`src/rtl/radix_4_ntt_stage_input_buffer.sv`:
```
// Input buffer for one radix-4 NTT stage: collects a block of 4*L coefficients in
// natural order, then presents L butterfly groups (x[j], x[j+L], x[j+2L], x[j+3L]).
module radix_4_ntt_stage_input_buffer #(
    parameter int N     = 17,
    parameter int LOG_L = 2
) (
    input  logic                                  clk,
    input  logic                                  rst_n,
    input  logic                                  in_valid,
    output logic                                  in_ready,
    input  logic [N-1:0]                          in_data,
    input  logic                                  in_inv,
    output logic                                  out_valid,
    input  logic                                  out_ready,
    output logic [N-1:0]                          out_a0,
    output logic [N-1:0]                          out_a1,
    output logic [N-1:0]                          out_a2,
    output logic [N-1:0]                          out_a3,
    output logic [((LOG_L > 0) ? LOG_L : 1)-1:0]  out_idx,
    output logic                                  out_inv
);

    localparam int L  = 1 << LOG_L;
    localparam int IW = (LOG_L > 0) ? LOG_L : 1;
    localparam int AW = LOG_L + 2;
    localparam logic [AW-1:0] WR_LAST = AW'(4 * L - 1);
    localparam logic [IW-1:0] RD_LAST = IW'(L - 1);

    // Handshake rule: a word moves on in_valid && in_ready, a group moves on
    // out_valid && out_ready; both ready/valid sides are registered state flags.
    typedef enum logic {FILL, DRAIN} state_t;

    state_t         state_q;
    logic [AW-1:0]  wr_q;
    logic [IW-1:0]  rd_q;
    logic           in_ready_q;
    logic           out_valid_q;
    logic           out_inv_q;

    // The four banks live in one flat array; bank b holds words b*L .. b*L+L-1.
    logic [N-1:0]   mem [4*L];
    logic [AW-1:0]  rd_addr [4];
    logic           in_hs;
    logic           out_hs;

    assign in_hs  = in_valid && in_ready_q;
    assign out_hs = out_valid_q && out_ready;

    always_ff @(posedge clk) begin
        if (in_hs) begin
            mem[wr_q] <= in_data;
        end
    end

    always_comb begin
        for (int b = 0; b < 4; b++) begin
            rd_addr[b] = (AW'(b) << LOG_L) | AW'(rd_q);
        end
    end

    always_ff @(posedge clk or negedge rst_n) begin
        if (!rst_n) begin
            state_q     <= FILL;
            wr_q        <= '0;
            rd_q        <= '0;
            in_ready_q  <= 1'b1;
            out_valid_q <= 1'b0;
            out_inv_q   <= 1'b0;
        end else begin
            case (state_q)
                FILL: begin
                    if (in_hs) begin
                        if (wr_q == '0) begin
                            out_inv_q <= in_inv;
                        end
                        if (wr_q == WR_LAST) begin
                            wr_q        <= '0;
                            state_q     <= DRAIN;
                            in_ready_q  <= 1'b0;
                            out_valid_q <= 1'b1;
                        end else begin
                            wr_q <= wr_q + AW'(1);
                        end
                    end
                end
                DRAIN: begin
                    if (out_hs) begin
                        if (rd_q == RD_LAST) begin
                            rd_q        <= '0;
                            state_q     <= FILL;
                            in_ready_q  <= 1'b1;
                            out_valid_q <= 1'b0;
                        end else begin
                            rd_q <= rd_q + IW'(1);
                        end
                    end
                end
                default: begin
                    state_q <= FILL;
                end
            endcase
        end
    end

    assign in_ready  = in_ready_q;
    assign out_valid = out_valid_q;
    assign out_inv   = out_inv_q;
    assign out_idx   = rd_q;
    assign out_a0    = mem[rd_addr[0]];
    assign out_a1    = mem[rd_addr[1]];
    assign out_a2    = mem[rd_addr[2]];
    assign out_a3    = mem[rd_addr[3]];

endmodule

```
`config.mk`:
```
export PLATFORM = sky130hd
export DESIGN_NAME = radix_4_ntt_stage_input_buffer
export DESIGN_NICKNAME = d
export VERILOG_FILES = /design/src/rtl/radix_4_ntt_stage_input_buffer.sv
export SDC_FILE = /design/constraint.sdc
export NUM_CORES = 1
export LEC_CHECK = 0
export ABC_AREA = 1
export CAP_MARGIN = 20
export CORE_MARGIN = 2
export CORE_UTILIZATION = 35
export CTS_BUF_LIST = sky130_fd_sc_hd__clkbuf_16
export CTS_CLUSTER_SIZE = 14
export DETAILED_ROUTE_END_ITERATION = 10
export PLACE_DENSITY_LB_ADDON = 0.1
export SYNTH_ARGS = -nofsm -noshare
export SYNTH_HDL_FRONTEND = slang
export SYNTH_SLANG_ARGS = --single-unit
```
`constraint.sdc`:
```
create_clock -name clk -period 3.1 [get_ports clk]
set_input_delay 0.31 -clock clk [delete_from_list [all_inputs] [get_ports clk]]
set_output_delay 0.31 -clock clk [all_outputs]
set_load 0.05 [all_outputs]
```
==> key figures, run 1 <==
Outcome
  – Result of the run: completed

Worst setup path
  – Reg-to-reg startpoint: out_idx[0]
  – Worst Setup Path Type: reg -> out
  – Kind of capture point of the worst setup path: output port
  – Crit path buf inv count: 2
  – Number of stages on the worst setup path: 2
  – R2R cell count: 5
  – Crit-path max FO: 46
  – Data required time at the worst endpoint: 2.79 ns
  – Data arrival, critical path: 2.58 ns
  – End of the worst register-to-register path: out_idx[0]
  – Startpoint of the worst setup timing path: out_idx[0]
  – Reg2reg setup slack: 1.23 ns
  – Cell family with the largest share of critical-path delay: buffers and inverters
  – Slowest stage delay, CP: slightly below 0.9 ns
  – End point of the critical path: out_idx[0]
  – Startpoint kind of the worst setup timing path: flop
  – Crit path cell chain: buf_4, clkdlybuf4s50_1
  – Standard cell with the maximum stage delay on the critical path: clkdlybuf4s50_1

Clock tree
  – CTS sink cnt: roughly 280
  – Clk root buf: clkbuf_16
  – Clk slew on worst S/H paths: 0.06 ns
  – Number of buffers created by CTS: 29
  – Number of H-tree levels: 1
  – Largest buffer count on any clock path: 3
  – CTS tree: built
  – Clock network latency to the later pin of the worst-skew pair: approximately 0.54 ns
  – Number of buffers inserted by post-CTS setup repair: 0

Floorplan
  – Width of the die: 179 um
  – Floorplan die area: 0.0320 mm2
  – Core region area: 0.0303 mm2
  – Y dimension of the die: about 180 um
  – Site row count: 64
  – I/O pin count: 95
  – Initial core utilization: a little over a third

Global route
  – Aggregate global routing overflow: 0
  – Number of global-route vias before repair: 6,538
  – Antenna violations before repair: 1
  – Wire length of the first global-routing pass: 39.6 mm
  – Pin count of the biggest net entering global routing: 53
  – Overall fraction of global-route tracks in use: 16.8%

Pwr
  – Total power per unit cell area: 550 mW/mm2
  – Maximum ir drop on the vdd rail: 338 uV
  – Leakage: 4.57 nW

Timing
  – Setup Skew: 0.0126 ns
  – Final critical-path required period: 2.89 ns
  – Relative max-transition margin: approximately 34%
  – Number of setup violations in the final report: 0
  – Transition at the pin with the smallest max-transition slack: approximately 0.99 ns
  – RSZ-0062 raised after global routing: false
  – Hold Violations, Final: 0
  – Maximum achievable frequency: 346 MHz
  – Final period utilization: 93.2%
  – Final number of max-transition violations: 0
  – Setup TNS after final layout: 0 ns

Place
  – Global placer's final weighted congestion: 0.742
  – Detail Placement HPWL: 15.4 mm
  – Number of buffers inserted by port buffering: 94
  – Instance area at placement: between 0.01 and 0.015 mm2

Final layout
  – Final design area excluding fillers: roughly 0.014 mm2
  – Total Nets Final: 873
  – Area delta synth->final: 26.9%
  – Proportion of layout cells with a drive suffix above 1: 15.5%
  – Antenna cell count: 0

Logic synthesis
  – Yosys top cell area share: 76.3%
  – Area of the mapped netlist: 0.0107 mm2
  – Async S/R FF share, synth: approximately 3.5%
  – Top cell type by total area after synthesis: edfxtp_1
  – EDFF count, synth: 272
  – Number of instances in the synthesized netlist: 740
  – Fraction of the yosys area taken by sequential cells: 78.6%
  – Mapped Nets: 767
  – Post-synth top flop: edfxtp_1
  – Warning count from the yosys run: 0
  – Number of different library cells in the post-synthesis netlist: 22
  – List of most frequent post-synthesis cells: edfxtp_1 (272), nor2_1 (159), o21ai_0 (88)
  – Most frequent cell after synthesis: edfxtp_1
  – Synth area leaders: edfxtp_1 (76%), nor2_1 (5.6%), o21ai_0 (4.1%)
  – Synth Register Bits: 282
  – Average footprint of a synthesized cell: between 10 and 15 um2

Run
  – Max Cap Violations: 0

Detailed routing
  – DRT antenna net count: 0
  – Detailed-route DRC error count: 0
  – Vias per std cell: between 5 and 6
  – Detailed Route Iter0 Violations: 479
  – Total vias in the final route: 6,413
  – Sum of routed wire length over all layers: 26.3 mm
  – Number of search-and-repair iterations in the first detailed-routing pass: 5
  – Avg WL per Cell: around 21 um

Hold path
  – HP Class: in -> async
## worst min path at each step
stage                     startpoint    endpoint  slack [ns]  cells after the start
after floorplan                rst_n  out_idx[0]        0.01                      0
after global placement       out_inv     out_inv        0.48                      2
after detailed placement     out_inv     out_inv        0.48                      2
after CTS                      rst_n     out_inv         0.1                      1
after global routing           rst_n     out_inv        0.14                      1
final                          rst_n     out_inv        0.10                      1
## layer usage
metal	up-vias	global-route usage [%]	wire (um)
met2	155	27.7	12700
met3	40	2.52	1200
met4	0	5.72	775
met1	3244	22.7	11600
li1	2974	-	-
met5	-	0	0
## area by class of cell
class / instances / area (um2)
inverter: 14 / 57.6
multi-input combinational: 400 / 1910
clock inverter: 19 / 139
fill: 2659 / 16800
timing repair buffer: 119 / 1830
sequential: 282 / 8420
clock buffer: 29 / 726
tap: 396 / 495
## sequential cells by signal, summed over array words and instances, names as in the netlist
| name | flops |
|---|---|
| state_q | 1 |
| mem | 272 |
| out_inv | 1 |
| out_valid | 1 |
| in_ready | 1 |
| wr_q | 4 |
| out_idx | 2 |
## layout by cell type, fill, tap and decap left out, drive strengths merged, types with 2 or more instances in the layout
master	n
edfxtp	272
nor2	159
o21ai	142
buf	93
o22ai	68
clkbuf	29
clkdlybuf4s50	26
inv	19
nand2	15
clkinv	10
dfrtp	9
nand3	6
ha	5
a21oi	3
bufinv	2
clkinvlp	2
## cell families after synthesis
logic type,Yosys count,share of synthesized area (%)
AOI/OAI and AO/OA,213,10.8
xor gates and xnor gates,1,0.0818
adders and majority gates,5,0.584
buffers and inverters,58,3.49
DFF,282,78.6
and+or+nand+nor,181,6.44
## power by group
| part | internal (W) | total, W | switching (W) |
|---|---|---|---|
| Clock | 0.00184 | 0.00319 | 0.00135 |
| Sequential | 0.00418 | 0.00418 | 0 |
| Combinational | 0.0000232 | 0.000101 | 0.0000778 |
| Total | 0.00604 | 0.00747 | 0.00142 |
## metrics by stage
step                      power (W)  setup slack [ns]  hold slack [ns]  utilization, %  cells
after floorplan             0.00426             0.803           0.0144               -    740
after global placement      0.00436             0.724            0.479            41.9   1211
after detailed placement    0.00436             0.692            0.483            41.9   1211
after CTS                   0.00756             0.119           0.0955            44.8   1259
after global routing        0.00771            0.0602            0.139            44.8   1259
final                       0.00747             0.210            0.100            44.8   1259
## what timing repair did
item	4_1_cts	5_1_grt
setup endpoints to repair	0	4
gates resized for setup	0	1
hold buffers	0	0
Power figures use the tool's default switching activity.
==> run 2, diff against run 1 <==
Settings changed: CORE_ASPECT_RATIO set to 0.9.
==> run 2 against run 1 <==
  * Clock skew decreased by 0.0015 ns
  * Power decreased by 2.2%
  * Global-route usage decreased by 0.25 points
  * Critical path depth increased by 2
  * First-iteration DRC count increased by 25%
  * Non-clock buffer count unchanged
  * Largest cell class unchanged
==> key figures, run 2 (same netlist as run 1, synthesis figures left out) <==
Worst setup path
  – Crit-path max FO: 54 (+17%)
  – Data required time at the worst endpoint: 2.79 ns (about the same)
  – Kind of capture point of the worst setup path: output port
  – Worst Setup Path Type: reg -> out
  – Standard cell with the maximum stage delay on the critical path: dfrtp_4
  – Slowest stage delay, CP: 0.67 ns (-0.21 ns)
  – Startpoint kind of the worst setup timing path: flop
  – Data arrival, critical path: 2.55 ns (-0.03 ns)
  – Cell family with the largest share of critical-path delay: buffers and inverters
  – Crit path cell chain: buf_4, o21ai_0, o22ai_1, buf_12
  – Crit path buf inv count: 2 (unchanged)

Floorplan
  – Core region area: 0.0300 mm2 (-1.1%)
  – Floorplan die area: 0.0320 mm2 (about the same)
  – I/O pin count: 95 (unchanged)
  – Y dimension of the die: 170 um (-5.0%)
  – Width of the die: 188 um (+5.3%)
  – Initial core utilization: 35.6% (+0.38 points)
  – Site row count: 60 (-6.3%)

Place
  – Detail Placement HPWL: 14.8 mm (-3.4%)
  – Global placer's final weighted congestion: 0.713 (-4.0%)
  – Pre-CTS setup slack: 0.778 ns (+0.0854 ns)
  – Number of buffers inserted by port buffering: 94 (unchanged)

Pwr
  – Clock network fraction of total power: 41.4% (-1.3 points)
  – Net Sw Power: 0.00142 W (about the same)
  – Maximum ir drop on the vdd rail: 351 uV (+3.8%)
  – Combinational share of power: 1.4% (about the same)
  – Total power per unit cell area: 538 mW/mm2 (-2.0%)
  – Fraction of power consumed by sequential logic: 57.2% (+1.2 points)
  – Cell-internal power: 0.00588 W (-2.7%)
  – Net switching fraction of the power: 19.5% (+0.42 points)
  – Leakage: 4.58 nW (+0.23%)

Clock tree
  – Clk slew on worst S/H paths: 0.06 ns (about the same)
  – CTS sink cnt: 282 (unchanged)
  – CTS tree: built
  – Clock network latency to the later pin of the worst-skew pair: 0.53 ns (about the same)
  – Number of buffers created by CTS: 29 (unchanged)
  – Number of hold buffers added after cts: 0 (unchanged)
  – Number of H-tree levels: 1 (unchanged)
  – Largest buffer count on any clock path: 3 (unchanged)
  – Number of buffers inserted by post-CTS setup repair: 0 (unchanged)
  – Clk root buf: clkbuf_16
  – CTS-repair resized insts: 0 (unchanged)

Final layout
  – Number of fill cells: 2,703 (+1.7%)
  – Antenna cell count: 0 (unchanged)
  – Total Nets Final: 873 (unchanged)
  – Area used by sequential logic in the layout: 0.00842 mm2 (unchanged)
  – Area delta synth->final: 26.7%
  – Most common cell after layout, fill and taps aside: edfxtp_1
  – Most frequent cells in the layout: edfxtp_1 (272), nor2_1 (159), o21ai_0 (88)
  – Proportion of layout cells with a drive suffix above 1: 15.3% (-0.20 points)
  – Largest register FFs: 272 (unchanged)
  – Largest register by flop count: mem
  – Area of the multi-input gates: 0.00191 mm2 (unchanged)

Timing
  – Hold Violations, Final: 0 (unchanged)
  – Maximum achievable frequency: 349 MHz (+0.89%)
  – Crit path setup slack, layout: 0.235 ns (+0.0255 ns)
  – Number of setup violations in the final report: 0 (unchanged)
  – Transition at the pin with the smallest max-transition slack: 0.914 ns (-0.0797 ns)
  – Setup Skew: 0.0111 ns (-0.00151 ns)
  – Setup TNS after final layout: 0 ns (unchanged)
  – Final number of max-transition violations: 0 (unchanged)
  – RSZ-0062 raised after global routing: false
  – Final period utilization: 92.4% (-0.82 points)
  – Final critical-path required period: 2.86 ns (-0.0255 ns)
  – Relative max-transition margin: 38.8% (+5.3 points)

Hold path
  – HP Class: in -> async

Detailed routing
  – Number of search-and-repair iterations in the first detailed-routing pass: 5 (unchanged)
  – Total vias in the final route: 6,370 (-0.67%)
  – DRT antenna net count: 0 (unchanged)
  – Detailed-route DRC error count: 0 (unchanged)
  – Sum of routed wire length over all layers: 26.2 mm (-0.51%)
  – Vias per std cell: 5.01 (-1.6%)
  – Avg WL per Cell: 20.6 um (-1.4%)
  – Detailed Route Iter0 Violations: 598 (+25%)

Global route
  – Wire length of the first global-routing pass: 39.6 mm (+0.16%)
  – Aggregate global routing overflow: 0 (unchanged)
  – Antenna violations before repair: 0 (-1)
  – Pin count of the biggest net entering global routing: 57 (+7.5%)
  – Number of global-route vias before repair: 6,471 (-1.0%)
  – Overall fraction of global-route tracks in use: 16.5% (-0.25 points)

Outcome
  – Result of the run: completed

Run
  – Max Cap Violations: 0 (unchanged)
run 2: cell types whose count changed in the layout (fill, tap and decap cells not counted):
cell	previous run	this run
buf_12	70	71
bufinv_16	2	0
clkinv_1	8	9
clkinvlp_4	2	1
inv_1	16	21
inv_4	0	1
inv_6	2	0
clkinv_2	2	5
buf_4	23	22
run 2: layout make-up:
class	count	share of cell area [%]
Clock buffer	29	5.35
Clock inverter	24	0.738
Inverter	14	0.406
Multi-Input combinational cell	400	14.1
Sequential cell	282	62.1
Tap cell	403	3.72
Timing Repair Buffer	119	13.6
run 2: final timing paths:
path | startpoint | end | slack (ns) | cells past startpoint
max | out_idx[0] | out_a2[3] | 0.24 | 4
min | rst_n | out_valid | 0.11 | 1
max reg2reg | in_ready | mem[2][14] | 1.34 | 5
min reg2reg | out_inv | out_inv | 0.48 | 2
max in group asynchronous | rst_n | out_idx[0] | 2.62 | 1
min in group clk | in_inv | out_inv | 0.36 | 3
run 2: power by group through the flow:
stage,combinational (W),clock [W],sequential [W]
after floorplan,0.000000206,0,0.00426
after global placement,0.0000998,0,0.00426
after detailed placement,0.000103,0,0.00426
after CTS,0.000104,0.00310,0.00418
after global routing,0.000109,0.00326,0.00418
final,0.000100,0.00303,0.00418
run 2: worst register-to-register path, stage by stage (launching register included):
cell	delay (ns)
dfstp_2	0.56
nand2_1	0.14
inv_1	0.15
nand2_1	0.14
nor2_1	0.12
buf_4	0.31
run 2: per-layer routing:
layer	track usage, %	wire, um	vias to the layer above	part of all wire, %
li1	-	-	2976	-
met1	23.8	12300	3185	47
met2	26.3	11900	173	46
met3	2.54	1340	36	5.1
met4	4.18	582	0	2.2
met5	0	0	-	0
run 2: metrics by stage:
| step | cell area (um2) | cells | utilization [%] | power, W | hold slack, ns |
|---|---|---|---|---|---|
| after global routing | 13600 | 1271 | 45.2 | 0.00754 | 0.124 |
| after detailed placement | 12700 | 1218 | 42.4 | 0.00436 | 0.479 |
| after floorplan | 10700 | 740 | - | 0.00426 | 0.0144 |
| final | 13600 | 1271 | 45.2 | 0.00730 | 0.105 |
| after global placement | 12700 | 1218 | 42.4 | 0.00436 | 0.475 |
| after CTS | 13600 | 1271 | 45.2 | 0.00738 | 0.0950 |
